[src/rtl/thermostat_ctrl.sv]
// Hysteresis fan controller: IDLE -> RUN_MIN (on-dwell) -> RUN -> COOLDOWN (off-lockout) -> IDLE.
// Latency 1 cycle from the sampling edge to fanOn/fanState; no backpressure, samples gated by sampleValid.
// Optional over-temperature alarm (overTemp) is built only when THERMO_ALARM_EN is defined.
module thermostat_ctrl #(
    parameter int TEMP_W      = 8,
    parameter int HYST        = 2,
    parameter int MIN_ON_CYC  = 4,
    parameter int MIN_OFF_CYC = 3,
    parameter int ALARM_DELTA = 10,
    parameter int ALARM_CNT   = 3
) (
    input  logic              clk,
    input  logic              reset,
    input  logic [TEMP_W-1:0] presetTemp,
    input  logic [TEMP_W-1:0] currentTemp,
    input  logic              sampleValid,
    output logic              fanOn,
    output logic [1:0]        fanState
`ifdef THERMO_ALARM_EN
    ,
    output logic              overTemp
`endif
);

    localparam int DWELL_MAX = (MIN_ON_CYC > MIN_OFF_CYC) ? MIN_ON_CYC : MIN_OFF_CYC;
    localparam int CW        = $clog2(DWELL_MAX) + 1;
    localparam int XW        = TEMP_W + 1;

    localparam logic [CW-1:0] ON_LOAD  = CW'(MIN_ON_CYC - 1);
    localparam logic [CW-1:0] OFF_LOAD = CW'(MIN_OFF_CYC - 1);
    localparam logic [XW-1:0] HYST_X   = XW'(HYST);

    if (TEMP_W < 3 || MIN_ON_CYC < 1 || MIN_OFF_CYC < 1 || ALARM_CNT < 1 || ALARM_DELTA < 0)
    begin : g_bad_params
        $error("thermostat_ctrl: illegal parameter set");
    end

    typedef enum logic [1:0] {
        IDLE     = 2'b00,
        RUN_MIN  = 2'b01,
        RUN      = 2'b10,
        COOLDOWN = 2'b11
    } state_t;

    state_t        state;
    state_t        state_nxt;
    logic [CW-1:0] dwell_cnt;
    logic [CW-1:0] dwell_nxt;

    logic [XW-1:0] cur_x;
    logic [XW-1:0] pre_x;
    logic [XW-1:0] hot_thr;
    logic [XW-1:0] cool_thr;
    logic          hot;
    logic          cool;

    // One extra bit keeps setpoint+HYST from wrapping; the cool bound clamps at zero.
    assign cur_x    = {1'b0, currentTemp};
    assign pre_x    = {1'b0, presetTemp};
    assign hot_thr  = pre_x + HYST_X;
    assign cool_thr = (pre_x >= HYST_X) ? (pre_x - HYST_X) : '0;
    assign hot      = (cur_x > hot_thr);
    assign cool     = (cur_x <= cool_thr);

    always_comb begin
        state_nxt = state;
        dwell_nxt = dwell_cnt;
        case (state)
            IDLE: begin
                if (sampleValid && hot) begin
                    state_nxt = RUN_MIN;
                    dwell_nxt = ON_LOAD;
                end
            end
            RUN_MIN: begin
                if (dwell_cnt == '0) begin
                    state_nxt = RUN;
                end else begin
                    dwell_nxt = dwell_cnt - CW'(1);
                end
            end
            RUN: begin
                if (sampleValid && cool) begin
                    state_nxt = COOLDOWN;
                    dwell_nxt = OFF_LOAD;
                end
            end
            COOLDOWN: begin
                if (dwell_cnt == '0) begin
                    state_nxt = IDLE;
                end else begin
                    dwell_nxt = dwell_cnt - CW'(1);
                end
            end
            default: begin
                state_nxt = IDLE;
                dwell_nxt = '0;
            end
        endcase
    end

    always_ff @(posedge clk) begin
        if (reset) begin
            state     <= IDLE;
            dwell_cnt <= '0;
            fanOn     <= 1'b0;
        end else begin
            state     <= state_nxt;
            dwell_cnt <= dwell_nxt;
            fanOn     <= (state_nxt == RUN_MIN) || (state_nxt == RUN);
        end
    end

    assign fanState = state;

`ifdef THERMO_ALARM_EN
    localparam int            AW        = $clog2(ALARM_CNT + 1);
    localparam logic [AW-1:0] ALARM_MAX = AW'(ALARM_CNT);
    localparam logic [XW-1:0] DELTA_X   = XW'(ALARM_DELTA);

    logic [AW-1:0] alarm_cnt;
    logic [AW-1:0] alarm_nxt;
    logic          over_thr;

    assign over_thr = (cur_x > (pre_x + DELTA_X));

    // Runs beside the FSM and never feeds it; overTemp tracks the saturated count.
    always_comb begin
        alarm_nxt = alarm_cnt;
        if (sampleValid) begin
            if (!over_thr) begin
                alarm_nxt = '0;
            end else if (alarm_cnt != ALARM_MAX) begin
                alarm_nxt = alarm_cnt + AW'(1);
            end
        end
    end

    always_ff @(posedge clk) begin
        if (reset) begin
            alarm_cnt <= '0;
            overTemp  <= 1'b0;
        end else begin
            alarm_cnt <= alarm_nxt;
            overTemp  <= (alarm_nxt == ALARM_MAX);
        end
    end
`endif

endmodule
[config.mk]
export PLATFORM = sky130hd
export DESIGN_NAME = thermostat_ctrl
export DESIGN_NICKNAME = d
export VERILOG_FILES = /design/src/rtl/thermostat_ctrl.sv
export SDC_FILE = /design/constraint.sdc
export NUM_CORES = 1
export LEC_CHECK = 0
export ABC_AREA = 0
export CAP_MARGIN = 20
export CORE_MARGIN = 2
export CORE_UTILIZATION = 43
export CTS_BUF_LIST = sky130_fd_sc_hd__clkbuf_8
export DETAILED_ROUTE_END_ITERATION = 8
export PLACE_DENSITY = 0.77
export SKIP_LAST_GASP = 1
export SYNTH_ARGS = -nofsm -noshare
export SYNTH_HDL_FRONTEND = slang
export SYNTH_SLANG_ARGS = --single-unit
[constraint.sdc]
create_clock -name clk -period 2.58 [get_ports clk]
set_input_delay 0.258 -clock clk [delete_from_list [all_inputs] [get_ports clk]]
set_output_delay 0.258 -clock clk [all_outputs]
set_load 0.005 [all_outputs]
==> out/qor.yml <==
synth:
  synth-simple-area-share: 0.236
  synth-xor-area-share: 0.0943
  synth_cell_types: 37
  synth-adder-area-share: 0.270
  syn-instance-count: 116
  synth_top_family_by_area: "adder cells"
  synth_flop_cell: "dfxtp_1"
  synthMuxAreaShare: 0.0162
  synth_nets: 155
  syn_area_sq_um: 928
  syn_area_per_cell_sq_um: 8.00
  synth_seq_cells: 6
  synth_edf_count: 0
  synth_compound_gate_area_share: 0.191
  yosys_warnings: 0
  async_reset_ff_frac: 0
  synth_sequential_area_ratio: 0.129
layout:
  diodes: 0
  drive_gt1_frac: 0.331
  layout_common_cells: "buf_4 (22), ha_1 (19), clkdlybuf4s50_1 (14), inv_1 (9), nand2_1 (8)"
  final_nets: 201
  regArea_sq_um: 120
  multi_input_area_sq_um: 840
  area_growth_pct: 53.8
  design_area_sq_um: 1430
  final_common_cell: "buf_4"
  fill_cells: 156
job:
  drv_cap: 0
clock_tree:
  cts_tree: "yes"
  root_buffer: "clkbuf_8"
  ctsHtreeMaxLevel: 1
  clock_sinks: 6
  clk_latency_ns: 0.23
  path_clk_slew_ns: 0.04
  numCtsBuffers: 3
  clk_path_buf_depth: 2
  ctsHoldBuffers: 0
die:
  num_rows: 16
  ios: 22
  core-area_sq_um: 2000
  die-area_sq_um: 2550
  dieWidth_um: 50.5
  die_height_um: 50.5
  initial_core_util: 0.464
placed_design:
  post_dp_cell_area_sq_um: 1290
  place_ws_ns: -0.612
  io_buffers: 21
  dp_hpwl_um: 2100
  gp_congestion: 0.965
global_routing:
  grt_pass1_wl_um: 4520
  grtUsageTotal: 0.233
  grt_pass1_vias: 1067
  use_met2: 0.414
  globalRouteMet3Util: 0.0298
  antenna_found_initial: 0
  grt_overflow: 0
  grtUsageMet1: 0.261
  busiest_layer: "met2"
  grt_start_max_net_pins: 9
routing:
  ant_nets: 0
  totalWireLength_um: 2740
  drc: 0
  via_per_inst: 5.48
  vias: 1025
  first_pass_iters: 4
  drt_iter0_drc: 23
  post_drt_wl_per_cell_um: 14.6
pwr:
  p_per_area_nw_per_um2: 510
  ir_worst_vdd_uv: 661
  p_leak_nw: 0.637
timing:
  slew-limit-headroom: 0.809
  fin_ws_ns: 0.0995
  drv_slew: 0
  rsz0062_at_grt: "no"
  layout_min_cycle_time_ns: 2.48
  max_freq_mhz: 403
  worstMarginPinSlew_ns: 0.285
  post-route-period-util: 0.961
  hold_viol_final: 0
  setup_viol: 0
  skew_ns: 0.00373
  hold_ws_ns: 0.461
worst_setup_path:
  startpoint: "presetTemp[3]"
  critPathMaxFanout: 5
  worstPathRequired_ns: 2.70
  critical_path_class: "in2reg"
  crit_path_start_kind: "primary input"
  worstReg2RegStart: "dwell_cnt[0]"
  cp.arrival_ns: 2.60
  cp-end-kind: "flip-flop"
hold_path:
  hold_path.class: "reg2reg"
  hp-start: "dwell_cnt[1]"
run_status:
  outcome: "completed"
==> critical path, stage by stage <==
cell      delay [ns]
clkbuf_2        0.16
or4_4           0.57
nor3_4          0.18
a21oi_1         0.07
ha_1            0.31
nand3_2         0.09
or3_4           0.34
o211ai_2        0.09
o311a_4         0.24
mux2_4          0.29
==> synth_stat cells, types with 2 or more instances <==
library cell,count,share of area
dfxtp_1,6,0.13
nand3b_1,2,0.016
nand3_1,8,0.043
a21oi_1,6,0.032
inv_1,10,0.040
nor2_1,7,0.028
a211oi_1,3,0.024
ha_1,20,0.27
xor2_1,8,0.075
o21a_1,3,0.024
nor3_1,2,0.011
nand4_1,3,0.020
o21ai_0,2,0.011
nor2b_1,3,0.020
xnor2_1,2,0.019
nand2_1,10,0.040
==> metal layers <==
| layer | vias to the layer above | part of all wire |
|---|---|---|
| met5 | - | 0 |
| met2 | 31 | 0.49 |
| met1 | 471 | 0.44 |
| met3 | 8 | 0.039 |
| met4 | 0 | 0.033 |
| li1 | 515 | - |
==> power by group <==
group | switching [W] | total [W] | internal, W
clock | 0.0000465 | 0.000147 | 0.000101
combinational | 0.000189 | 0.000422 | 0.000233
sequential | 0.0000303 | 0.000158 | 0.000128
==> kinds of logic after synthesis <==
family	after synthesis
XOR/XNOR	10
multiplexers	1
adder cells (fa/ha/maj)	20
AND/OR/NAND/NOR	42
buffers and inverters	13
flip-flops	6
AO/OA/AOI/OAI	24
==> registers in the layout (all words and copies together), names as in the netlist <==
register   count
dwell_cnt      3
fanOn          1
fanState       2
==> path summary, 6_finish.rpt <==
path,end,slack [ns],cells after the start
min reg2reg,dwell_cnt[1],0.46,1
min,dwell_cnt[1],0.46,1
max reg2reg,fanOn,0.95,7
max,fanOn,0.1,10
==> final cells by class <==
cell class / count / share of cell area
well taps: 27 / 0.0237
clock buffers: 3 / 0.0289
multi-input cells: 97 / 0.588
inverters: 10 / 0.0263
flip-flops and latches: 6 / 0.0841
repair buffers: 44 / 0.249
==> through the flow <==
| stage | utilization | std cells | power, W | setup TNS, ns |
|---|---|---|---|---|
| floorplan | - | 116 | 0.000400 | 0 |
| global placement | 0.646 | 180 | 0.000541 | -2.02 |
| detailed placement | 0.646 | 180 | 0.000564 | -2.68 |
| CTS | 0.685 | 184 | 0.000714 | -0.00113 |
| global route | 0.713 | 187 | 0.000787 | 0 |
| finish | 0.713 | 187 | 0.000728 | 0 |
==> what timing repair did <==
action | 4_1_cts | 5_1_grt
endpoints found under the setup margin | 5 | 5
pin swaps | 9 | 11
gates resized for setup | 20 | 22
endpoints found under the hold margin | 0 | 0
buffers inserted | 1 | 3
Note: power is estimated with default switching activity, not from simulation.
